===== config.mk =====
export PLATFORM = sky130hd
export DESIGN_NAME = sccb_arbiter
export DESIGN_NICKNAME = d
export VERILOG_FILES = /design/src/rtl/sccb_arbiter.sv
export SDC_FILE = /design/constraint.sdc
export NUM_CORES = 1
export LEC_CHECK = 0
export ABC_AREA = 1
export BUFFER_PORTS_ARGS = -buffer_cell sky130_fd_sc_hd__buf_2
export CORE_ASPECT_RATIO = 0.8
export CORE_UTILIZATION = 53
export DETAILED_ROUTE_END_ITERATION = 10
export PLACE_DENSITY_LB_ADDON = 0.1
export SYNTH_ARGS = -nofsm -noshare
export SYNTH_HDL_FRONTEND = slang
export SYNTH_SLANG_ARGS = --single-unit

===== constraint.sdc =====
create_clock -name sccb_clk -period 2.45 [get_ports sccb_clk]
set_input_delay 0.49 -clock sccb_clk [delete_from_list [all_inputs] [get_ports sccb_clk]]
set_output_delay 0.49 -clock sccb_clk [all_outputs]
set_load 0.02 [all_outputs]

===== src/rtl/sccb_arbiter.sv =====
// Round-robin arbiter sharing one SCCB bridge master port between two requesters,
// with one outstanding transaction and a downstream response timeout.
module sccb_arbiter #(
  parameter int unsigned TIMEOUT_CYCLES = 50000,
  parameter int unsigned CNT_W          = 16
) (
  input  logic        sccb_clk,
  input  logic        sccb_reset,
  input  logic [2:0]  m0_mcmd,
  input  logic [14:0] m0_maddr,
  input  logic [7:0]  m0_mdata,
  output logic        m0_scmdaccept,
  output logic [1:0]  m0_sresp,
  output logic [7:0]  m0_sdata,
  input  logic [2:0]  m1_mcmd,
  input  logic [14:0] m1_maddr,
  input  logic [7:0]  m1_mdata,
  output logic        m1_scmdaccept,
  output logic [1:0]  m1_sresp,
  output logic [7:0]  m1_sdata,
  output logic [2:0]  s_mcmd,
  output logic [14:0] s_maddr,
  output logic [7:0]  s_mdata,
  input  logic        s_scmdaccept,
  input  logic [1:0]  s_sresp,
  input  logic [7:0]  s_sdata,
  output logic        busy,
  output logic        last_grant,
  output logic [1:0]  err_flags
);

  localparam logic [1:0] IDLE    = 2'd0;
  localparam logic [1:0] ISSUE   = 2'd1;
  localparam logic [1:0] WAIT    = 2'd2;
  localparam logic [1:0] FAILRSP = 2'd3;

  localparam logic [CNT_W-1:0] CNT_MAX = CNT_W'(TIMEOUT_CYCLES - 1);

  logic [1:0]       state;
  logic [CNT_W-1:0] cnt;
  logic             winner;

  logic             req0;
  logic             req1;
  logic             grantSel;
  logic [2:0]       grantCmd;
  logic [14:0]      grantAddr;
  logic [7:0]       grantData;
  logic             cmdSupported;

  logic [1:0]       rspCode;
  logic [7:0]       rspData;
  logic             timeoutHit;

  always_comb begin
    req0         = (m0_mcmd != 3'd0);
    req1         = (m1_mcmd != 3'd0);
    // Contention goes to whoever was not granted last; otherwise the lone requester.
    grantSel     = (req0 && req1) ? ~last_grant : req1;
    grantCmd     = grantSel ? m1_mcmd  : m0_mcmd;
    grantAddr    = grantSel ? m1_maddr : m0_maddr;
    grantData    = grantSel ? m1_mdata : m0_mdata;
    cmdSupported = (grantCmd == 3'd1) || (grantCmd == 3'd2);
  end

  // A downstream response on the expiry cycle takes priority over the timeout.
  always_comb begin
    rspCode    = '0;
    rspData    = '0;
    timeoutHit = 1'b0;
    case (state)
      WAIT: begin
        if (s_sresp != 2'd0) begin
          rspCode = s_sresp;
          rspData = s_sdata;
        end else if (cnt == CNT_MAX) begin
          rspCode    = 2'd3;
          timeoutHit = 1'b1;
        end
      end
      FAILRSP: rspCode = 2'd2;
      default: ;
    endcase
  end

  always_ff @(posedge sccb_clk) begin
    if (sccb_reset) begin
      state         <= IDLE;
      cnt           <= '0;
      winner        <= 1'b0;
      m0_scmdaccept <= 1'b0;
      m0_sresp      <= '0;
      m0_sdata      <= '0;
      m1_scmdaccept <= 1'b0;
      m1_sresp      <= '0;
      m1_sdata      <= '0;
      s_mcmd        <= '0;
      s_maddr       <= '0;
      s_mdata       <= '0;
      busy          <= 1'b0;
      last_grant    <= 1'b1;
      err_flags     <= '0;
    end else begin
      m0_scmdaccept <= 1'b0;
      m1_scmdaccept <= 1'b0;
      m0_sresp      <= winner ? 2'd0 : rspCode;
      m0_sdata      <= winner ? 8'd0 : rspData;
      m1_sresp      <= winner ? rspCode : 2'd0;
      m1_sdata      <= winner ? rspData : 8'd0;

      if ((s_sresp != 2'd0) && (state != WAIT))
        err_flags[1] <= 1'b1;
      if (timeoutHit)
        err_flags[0] <= 1'b1;

      case (state)
        IDLE: begin
          if (req0 || req1) begin
            winner        <= grantSel;
            last_grant    <= grantSel;
            m0_scmdaccept <= ~grantSel;
            m1_scmdaccept <= grantSel;
            s_maddr       <= grantAddr;
            s_mdata       <= grantData;
            busy          <= 1'b1;
            if (cmdSupported) begin
              s_mcmd <= grantCmd;
              state  <= ISSUE;
            end else begin
              state  <= FAILRSP;
            end
          end
        end
        ISSUE: begin
          if (s_scmdaccept) begin
            s_mcmd <= '0;
            cnt    <= '0;
            state  <= WAIT;
          end
        end
        WAIT: begin
          if (rspCode != 2'd0) begin
            busy  <= 1'b0;
            state <= IDLE;
          end else begin
            cnt <= cnt + CNT_W'(1);
          end
        end
        FAILRSP: begin
          busy  <= 1'b0;
          state <= IDLE;
        end
        default: state <= IDLE;
      endcase
    end
  end

endmodule


==> results of run 1 <==
-- worst register-to-register path, cell delays in order, from the launching register on --
cell and delay, ps:
dfxtp_1 330, ha_1 250, nand3_2 110, nor2_2 60, nand3_1 130, nand3_2 90, o21bai_2 180, buf_4 290
nand3_1 150, a21oi_2 150
-- placed cells by master, fill, tap and decap left out, types with 3 or more instances in the layout --
cell,instances
a21oi_2,4
nand3b_1,3
a31oi_1,23
nor2_1,64
buf_4,6
nor3_1,5
nand3_1,42
nand2_2,9
o21bai_1,3
a21oi_1,23
buf_2,116
nand2_1,110
nand4_1,5
inv_1,28
nor2_2,3
o21ai_0,28
dfxtp_1,71
clkbuf_8,9
inv_2,6
-- logic make-up after synthesis --
group / Yosys count / share of synthesized area
AOI/OAI and AO/OA: 87 / 0.152
xor gates and xnor gates: 2 / 0.00532
adders and majority gates: 1 / 0.00380
buffers and inverters: 61 / 0.0786
DFF: 71 / 0.432
and+or+nand+nor: 247 / 0.328
-- state kept, by name, summed over array words and instances, names as in the netlist --
signal and count:
busy 1, m1_scmdaccept 1, s_maddr 15, m1_sresp 2
m0_sresp 2, cnt 16, winner 1, state 2
s_mdata 8, last_grant 1, m1_sdata 8, m0_sdata 8
m0_scmdaccept 1, err_flags 2, s_mcmd 3
-- worst max path at each step --
| stage | from | to | slack (ps) | depth (start not counted) |
|---|---|---|---|---|
| 3_3_place_gp | m1_mcmd[0] | s_mdata[4] | 600 | 7 |
| 6_report | cnt[0] | cnt[12] | 650 | 9 |
| 3_5_place_dp | m1_mcmd[0] | s_maddr[4] | 490 | 7 |
| 4_1_cts | cnt[0] | cnt[12] | 650 | 9 |
| 2_1_floorplan | m1_mcmd[0] | s_mcmd[0] | 880 | 10 |
| 5_1_grt | cnt[0] | cnt[10] | 480 | 10 |
-- routing by layer --
layer	track usage	up-vias	wire length, um	part of all wire
met5	0	-	0	0
met4	0.0645	0	109	0.013
met3	0.0818	10	579	0.070
met2	0.398	129	3530	0.43
met1	0.346	1535	4000	0.49
li1	-	1760	-	-
-- cell type report --
cell class / instances / share of cell area
clock buffers: 9 / 0.0301
clock inverters: 7 / 0.0177
inverters: 35 / 0.0320
multi-input cells: 337 / 0.393
flip-flops and latches: 71 / 0.346
well taps: 81 / 0.0247
repair buffers: 123 / 0.157
-- power by group --
part	switching [mW]	leakage [nW]	internal, mW
logic	0.734	1.24	0.370
clock network	0.471	0.0956	0.471
registers	0.137	0.583	1.34
total	1.34	1.92	2.18
-- through the flow --
| stage | hold WS, ps | std cells | utilization |
|---|---|---|---|
| after global routing | 370 | 663 | 0.691 |
| after detailed placement | 428 | 647 | 0.658 |
| final | 384 | 663 | 0.691 |
| after CTS | 376 | 663 | 0.691 |
| after global placement | 425 | 647 | 0.658 |
| after floorplan | 457 | 469 | - |
==> flow_metrics.py, run 1 <==
metrics = {
    "power_and_ir_drop": {
        "vdd_drop_max_v": 0.000533,
        "p_leak_nw": 1.92,
        "total_power_mw": 3.52,
        "powerDensity_nw_per_um2": 857,
    },
    "floorplan": {
        "io_pins": 117,
        "die_area_um2": 6530,
        "die_y_um": 72.5,
        "die_x_um": 90.1,
        "core_region_area_um2": 5940,
        "rows": 25,
        "initial_core_util": 0.554,
    },
    "grt": {
        "grt_pass1_wl_um": 13500,
        "grtUsageTotal": 0.256,
        "antenna_found_initial": 0,
        "grt_pass1_vias": 2958,
        "grt-ovfl-total": 0,
        "grt_max_degree": 49,
    },
    "synth": {
        "synth_top_area_frac": 0.432,
        "syn-num-nets": 535,
        "yosysSeqAreaShare": 0.432,
        "synth_top_flop_cell": "dfxtp_1",
        "ys_warn_count": 0,
        "synth_cell_type_count": 33,
        "synth-edff-count": 0,
        "yosys.area.top_type": "dfxtp_1",
        "synth_commonest_cells": "110 x nand2_1, 71 x dfxtp_1, 64 x nor2_1",
        "synth_area_um2": 3290,
        "synthArstFlopShare": 0,
        "yosysMostFrequentCell": "nand2_1",
        "syn_inst": 469,
        "ys_top_cells_by_area": "dfxtp_1 43%, nand2_1 13%, nor2_1 7.3%",
        "syn_avg_cell_area_um2": 7.02,
        "synth-seq-cells": 71,
    },
    "setup_path": {
        "required_ps": 2740,
        "end_kind": "flop",
        "ff2ff_path_depth": 9,
        "path_class": "reg2reg",
        "crit_family": "simple AND/OR/NAND/NOR gates",
        "crit_slowest_cell": "dfxtp_1",
        "rr_startpoint": "cnt[0]",
        "crit_path_start_kind": "flop",
        "crit_buf_inv": 1,
        "crit_fanout": 25,
        "cp_cell_sequence": "ha_1 -> nand3_2 -> nor2_2 -> nand3_1 -> nand3_2 -> o21bai_2 -> buf_4 -> nand3_1 -> a21oi_2",
        "critPathArrivalTime_ps": 2090,
        "max_stage_delay_ps": 330,
        "r2r_setup_slack_ps": 650,
        "reg2reg_to": "cnt[12]",
    },
    "timing": {
        "setup_viol_count_final": 0,
        "fin_crit_ps": 1800,
        "layout_setup_ws_ps": 646,
        "finalHoldViolations": 0,
        "max_slew_margin": 0.559,
        "tns_ps": 0,
        "fmax_mhz": 554,
        "grt_setup_unrepaired": "no",
        "clock_skew_ps": 7.57,
        "max_slew.worst_pin.slew_ps": 661,
        "slew_viol_final": 0,
        "min_period_over_period": 0.736,
    },
    "placement": {
        "placed_area_um2": 3910,
        "gp_congestion": 0.838,
        "portBuffers": 116,
        "dp_slack_ps": 495,
        "hpwlAfterDp_um": 5790,
    },
    "hold_path": {
        "hold_depth": 3,
        "min_from": "m1_maddr[6]",
        "hold_class": "in2reg",
        "hold_path_end": "s_maddr[6]",
    },
    "clock_network": {
        "cts_inserted_buffers": 9,
        "clock_path_buffers": 2,
        "post-cts-setup-buffer-count": 0,
        "cts_tree": "yes",
        "post_cts_resized": 0,
        "clockRootBuffer": "clkbuf_8",
        "h-tree-depth": 3,
        "clock_sinks": 71,
        "hold_buffers": 0,
        "clk_latency_ps": 360,
        "path_clk_slew_ps": 80,
    },
    "cells_and_area": {
        "seq_area_um2": 1420,
        "multi_input_area_um2": 1610,
        "diodes": 0,
        "nNetsFinal": 643,
        "final_cell_area_um2": 4110,
        "drive_above_1_share": 0.290,
        "syn_to_final_growth_pct": 24.8,
        "fill_cells": 543,
    },
    "flow_run": {
        "drv_cap": 0,
    },
    "detailed_routing": {
        "drtAntennaViolNets": 0,
        "via_count": 3434,
        "wl_um": 8220,
        "drtPass1Iterations": 5,
        "drtIter0Drc": 199,
        "detail_route.wl_per_cell_um": 12.4,
        "drc_errors": 0,
        "viasPerCell": 5.18,
    },
    "run_status": {
        "outcome": "finished, final reports clean",
    },
}
Note: power is estimated with default switching activity, not from simulation.
==> run 2, diff against run 1 <==
--- a/config.mk
+++ b/config.mk
@@ -8,7 +8,7 @@
 export ABC_AREA = 1
 export BUFFER_PORTS_ARGS = -buffer_cell sky130_fd_sc_hd__buf_2
 export CORE_ASPECT_RATIO = 0.8
-export CORE_UTILIZATION = 53
+export CORE_UTILIZATION = 45
 export DETAILED_ROUTE_END_ITERATION = 10
 export PLACE_DENSITY_LB_ADDON = 0.1
 export SYNTH_ARGS = -nofsm -noshare
==> constraint.sdc (replaced) <==
create_clock -name sccb_clk -period 1.55 [get_ports sccb_clk]
set_input_delay 0.31 -clock sccb_clk [delete_from_list [all_inputs] [get_ports sccb_clk]]
set_output_delay 0.31 -clock sccb_clk [all_outputs]
set_load 0.02 [all_outputs]
==> run 2 against run 1 <==
The flow now finishes with violations (DRC); via count up 4.1%; non-clock buffer count up 35; utilization down 4.3 points; clock power up 61%; sequential power up 58%; fmax up 17%.
==> flow_metrics.py, run 2 (synthesis gave the netlist of run 1 again) <==
metrics = {
    "run_status": {
        "outcome": "finished with violations",
        "violations": "DRC",
    },
    "setup_path": {
        "crit_fanout": 11,
        "crit_slowest_cell": "dfxtp_2",
        "crit_path_start_kind": "flop",
        "r2r_setup_slack_ps": 10,
        "rr_startpoint": "cnt[1]",
        "required_ps": 1780,
        "end_kind": "flop",
        "cp_cell_sequence": "ha_4 -> nand3_2 -> nor2_4 -> nand3b_1 -> nand2_2 -> o21bai_4 -> clkbuf_16 -> a21oi_2 -> nor2_1",
        "max_stage_delay_ps": 360,
        "path_class": "reg2reg",
        "reg2reg_to": "cnt[3]",
        "critPathArrivalTime_ps": 1770,
        "ff2ff_path_depth": 9,
    },
    "floorplan": {
        "die_area_um2": 7670,
        "die_y_um": 78.5,
        "initial_core_util": 0.471,
        "core_region_area_um2": 6990,
        "io_pins": 117,
        "die_x_um": 97.6,
        "rows": 27,
    },
    "clock_network": {
        "h-tree-depth": 3,
        "clock_sinks": 71,
        "cts_tree": "yes",
        "clockRootBuffer": "clkbuf_8",
        "hold_buffers": 0,
        "clk_latency_ps": 340,
        "clock_path_buffers": 2,
        "path_clk_slew_ps": 80,
        "cts_inserted_buffers": 9,
    },
    "detailed_routing": {
        "drc_errors": 16,
        "via_count": 3574,
        "wl_um": 8970,
        "drtPass1Iterations": 9,
        "viasPerCell": 5.08,
        "detail_route.wl_per_cell_um": 12.7,
        "drtIter0Drc": 164,
        "drtAntennaViolNets": 0,
    },
    "grt": {
        "grt_pass1_wl_um": 15000,
        "grtUsageTotal": 0.242,
        "grt-ovfl-total": 0,
        "grt_pass1_vias": 3330,
        "antenna_found_initial": 0,
        "grt_max_degree": 49,
    },
    "hold_path": {
        "hold_path_end": "s_maddr[14]",
        "min_from": "m1_maddr[14]",
        "hold_depth": 3,
        "hold_class": "in2reg",
    },
    "placement": {
        "portBuffers": 116,
        "hpwlAfterDp_um": 6470,
        "gp_congestion": 0.862,
        "placed_area_um2": 4200,
    },
    "power_and_ir_drop": {
        "powerDensity_nw_per_um2": 1310,
        "total_power_mw": 5.95,
        "vdd_drop_max_v": 0.000688,
        "p_leak_nw": 2.13,
    },
    "cells_and_area": {
        "syn_to_final_growth_pct": 37.7,
        "largestRegisters": "cnt: 16 flops, s_maddr: 15 flops",
        "largest_reg_flops": 16,
        "final_common_cell": "buf_2",
        "drive_above_1_share": 0.365,
        "nNetsFinal": 678,
        "final_cell_area_um2": 4530,
        "largest-register": "cnt",
        "diodes": 0,
        "layout_common_cells": "116 x buf_2, 109 x nand2_1, 64 x dfxtp_1",
    },
    "timing": {
        "setup_viol_count_final": 0,
        "hold_slack_ps": 217,
        "max_slew.worst_pin.slew_ps": 407,
        "min_period_over_period": 0.994,
        "fin_crit_ps": 1540,
        "slew_viol_final": 0,
        "grt_setup_unrepaired": "yes",
        "clock_skew_ps": 5.47,
        "max_slew_margin": 0.727,
        "finalHoldViolations": 0,
        "fmax_mhz": 649,
    },
    "flow_run": {
        "drv_cap": 0,
    },
}
==> run 2: cell type report <==
| type | count | area (um2) |
|---|---|---|
| Tap cell | 87 | 109 |
| Sequential cell | 71 | 1430 |
| Timing Repair Buffer | 158 | 963 |
| Inverter | 35 | 131 |
| Clock buffer | 10 | 138 |
| Clock inverter | 6 | 68.8 |
| Fill cell | 633 | 2460 |
| Multi-Input combinational cell | 337 | 1690 |
==> run 2: worst max path at each step <==
stage	startpoint	endpoint	slack, ps	depth (start not counted)
after floorplan	cnt[0]	cnt[10]	60	9
after CTS	cnt[1]	cnt[13]	-10	9
after global placement	m1_mcmd[0]	s_mcmd[0]	-80	11
after global routing	cnt[1]	cnt[8]	-100	11
final	cnt[1]	cnt[3]	10	9
after detailed placement	m1_mcmd[0]	s_mcmd[0]	-120	11
==> run 2: where the power goes <==
part           internal [mW]  switching, mW
logic                  0.827           1.28
clock network          0.795          0.724
registers               2.12          0.198
total                   3.75           2.20
==> run 2: worst max-delay path, delay by kind of cell (launching register included) <==
family                   cells  cell delay (ps)
AND/OR/NAND/NOR              5              500
flip-flops                   1              360
AO/OA/AOI/OAI                2              230
buffers and inverters        1              190
adder cells (fa/ha/maj)      1              150
==> run 2: timing repair <==
action                                  4_1_cts  5_1_grt
setup buffers                                 1        1
resized for setup                            15       14
pin swaps                                     4        1
cloned                                        1        0
endpoints found under the setup margin       17       21
==> run 2: layer usage <==
metal,vias to the layer above,track usage,share of wire
met1,1616,0.316,0.48
li1,1825,-,-
met5,-,0,0
met3,7,0.0525,0.069
met2,126,0.399,0.45
met4,0,0.0788,0.0071
==> run 2: per-stage QoR <==
stage           util  setup TNS (ps)  setup slack, ps  std cells
6_report       0.648               0             9.61        704
5_1_grt        0.648           -1090            -96.0        704
4_1_cts        0.642           -22.2            -10.2        703
3_5_place_dp   0.600           -3070             -117        685
3_3_place_gp   0.600            -998            -80.0        685
2_1_floorplan      -               0             63.4        469
==> run 3, diff against run 2 <==
==> constraint.sdc (replaced) <==
create_clock -name sccb_clk -period 1.55 [get_ports sccb_clk]
set_input_delay 0.31 -clock sccb_clk [delete_from_list [all_inputs] [get_ports sccb_clk]]
set_output_delay 0.31 -clock sccb_clk [all_outputs]
set_load 0.05 [all_outputs]
==> run 3 against run 2 <==
The flow finishes with violations (DRC, setup timing); sequential power barely moved; non-clock buffer count rose by 1; cell count rose by 0.14%; sequential share of layout area fell by 0.39 points; count of clock-buffer cells in the layout fell by 1; worst setup slack got worse by 27 ps; critical path type unchanged; critical endpoint is now cnt[14]; highest routed layer unchanged.
==> flow_metrics.py, run 3 (synthesis gave the netlist of run 1 again) <==
metrics = {
    "run_status": {
        "outcome": "finished with violations",
        "violations": "DRC, setup timing",
    },
    "placement": {
        "placed_area_um2": 4190,
        "gp_congestion": 0.963,
        "portBuffers": 116,
        "hpwlAfterDp_um": 6410,
    },
    "setup_path": {
        "critPathArrivalTime_ps": 1850,
        "crit_end": "cnt[14]",
        "crit_fanout": 15,
        "rr_startpoint": "cnt[1]",
        "crit_path_start_kind": "flop",
        "end_kind": "flop",
        "critPathLaunch": "cnt[1]",
        "reg2reg_to": "cnt[14]",
        "ff2ff_path_depth": 9,
        "path_class": "reg2reg",
        "required_ps": 1830,
        "r2r_setup_slack_ps": -20,
    },
    "clock_network": {
        "path_clk_slew_ps": 80,
        "clock_sinks": 71,
        "cts_inserted_buffers": 9,
        "cts_tree": "yes",
        "clock_path_buffers": 2,
        "clockRootBuffer": "clkbuf_8",
        "h-tree-depth": 3,
        "hold_buffers": 0,
        "clk_latency_ps": 350,
    },
    "detailed_routing": {
        "viasPerCell": 5.08,
        "detail_route.wl_per_cell_um": 13.2,
        "drtIter0Drc": 162,
        "via_count": 3578,
        "drc_errors": 16,
        "drtAntennaViolNets": 0,
        "drtPass1Iterations": 7,
        "wl_um": 9300,
    },
    "floorplan": {
        "rows": 27,
        "core_region_area_um2": 6990,
        "die_x_um": 97.6,
        "io_pins": 117,
        "die_y_um": 78.5,
        "initial_core_util": 0.471,
        "die_area_um2": 7670,
    },
    "timing": {
        "max_slew.worst_pin.slew_ps": 401,
        "min_period_over_period": 1.01,
        "slew_viol_final": 0,
        "setup_viol_count_final": 6,
        "fin_crit_ps": 1570,
        "layout_setup_ws_ps": -17.0,
        "clock_skew_ps": 3.15,
        "hold_slack_ps": 207,
        "fmax_mhz": 638,
        "grt_setup_unrepaired": "yes",
        "max_slew_margin": 0.731,
        "finalHoldViolations": 0,
    },
    "grt": {
        "antenna_found_initial": 0,
        "grt_max_degree": 49,
        "grtUsageTotal": 0.244,
        "grt_pass1_vias": 3179,
        "grt-ovfl-total": 0,
        "grt_pass1_wl_um": 15000,
    },
    "cells_and_area": {
        "largestRegisters": "cnt: 16 flops, s_maddr: 15 flops",
        "diodes": 0,
        "utilization": 0.656,
        "syn_to_final_growth_pct": 39.4,
        "drive_above_1_share": 0.374,
        "final_common_cell": "buf_2",
        "fill_cells": 625,
        "largest-register": "cnt",
        "final_cell_area_um2": 4590,
        "layout_common_cells": "116 x buf_2, 108 x nand2_1, 62 x dfxtp_1",
        "largest_reg_flops": 16,
        "nNetsFinal": 679,
    },
    "flow_run": {
        "drv_cap": 0,
    },
    "hold_path": {
        "hold_class": "in2reg",
    },
    "power_and_ir_drop": {
        "vdd_drop_max_v": 0.000824,
        "p_leak_nw": 2.15,
        "total_power_mw": 6.75,
        "powerDensity_nw_per_um2": 1470,
    },
}
run 3: changes by cell type in the layout (fill, tap and decap cells not counted), sizes merged:
cell | before | now
bufinv | 1 | 3
clkbuf | 11 | 10
buf | 157 | 158
clkinv | 4 | 3
run 3: final cells by class:
| cell class | instances | area [um2] | share of cell area |
|---|---|---|---|
| inverters | 35 | 131 | 0.0286 |
| well taps | 87 | 109 | 0.0237 |
| multi-input cells | 337 | 1700 | 0.370 |
| repair buffers | 159 | 975 | 0.212 |
| clock inverters | 7 | 120 | 0.0262 |
| clock buffers | 9 | 124 | 0.0270 |
| flip-flops and latches | 71 | 1430 | 0.312 |
run 3: worst min-delay path by stage:
stage	cells after the start	end	startpoint	slack, ps
after floorplan	1	m0_scmdaccept	sccb_reset	390
after global placement	2	s_mcmd[2]	s_mcmd[2]	430
after detailed placement	2	s_mcmd[2]	s_mcmd[2]	430
after CTS	3	s_mdata[4]	m1_mdata[4]	200
after global routing	3	s_mdata[2]	m1_mdata[2]	210
final	3	s_maddr[1]	m1_maddr[1]	210
run 3: worst max-delay path, cell delays in order (launching register included):
cell and delay [ps]:
dfxtp_2 340, ha_4 170, nand3_4 90, nor2_4 50, nand3_2 90, nand3_2 100, o21bai_4 240, buf_12 190
nand3_1 90, a21oi_2 140
run 3: power breakdown:
part           total, mW  internal, mW  switching, mW
clock               1.80          1.07          0.729
combinational       2.66         0.852           1.80
sequential          2.29          2.13          0.168
run 3: timing repair:
action,in CTS,in global routing
resized for setup,13,20
pin swaps,3,2
setup buffers,3,0
endpoints found under the setup margin,17,21
cloned,1,1
run 3: metrics by stage:
stage / setup TNS, ps / setup WS [ps] / std cells
2_1_floorplan: 0 / 63.4 / 469
3_3_place_gp: -1540 / -99.4 / 684
3_5_place_dp: -3720 / -130 / 684
4_1_cts: -94.9 / -26.0 / 704
5_1_grt: -1380 / -113 / 705
6_report: -54.0 / -17.0 / 705
run 3: routing by layer:
metal  track usage  wire (um)
met1         0.329       4450
met2         0.386       4060
met3        0.0588        682
met4        0.0727        113
met5             0          0
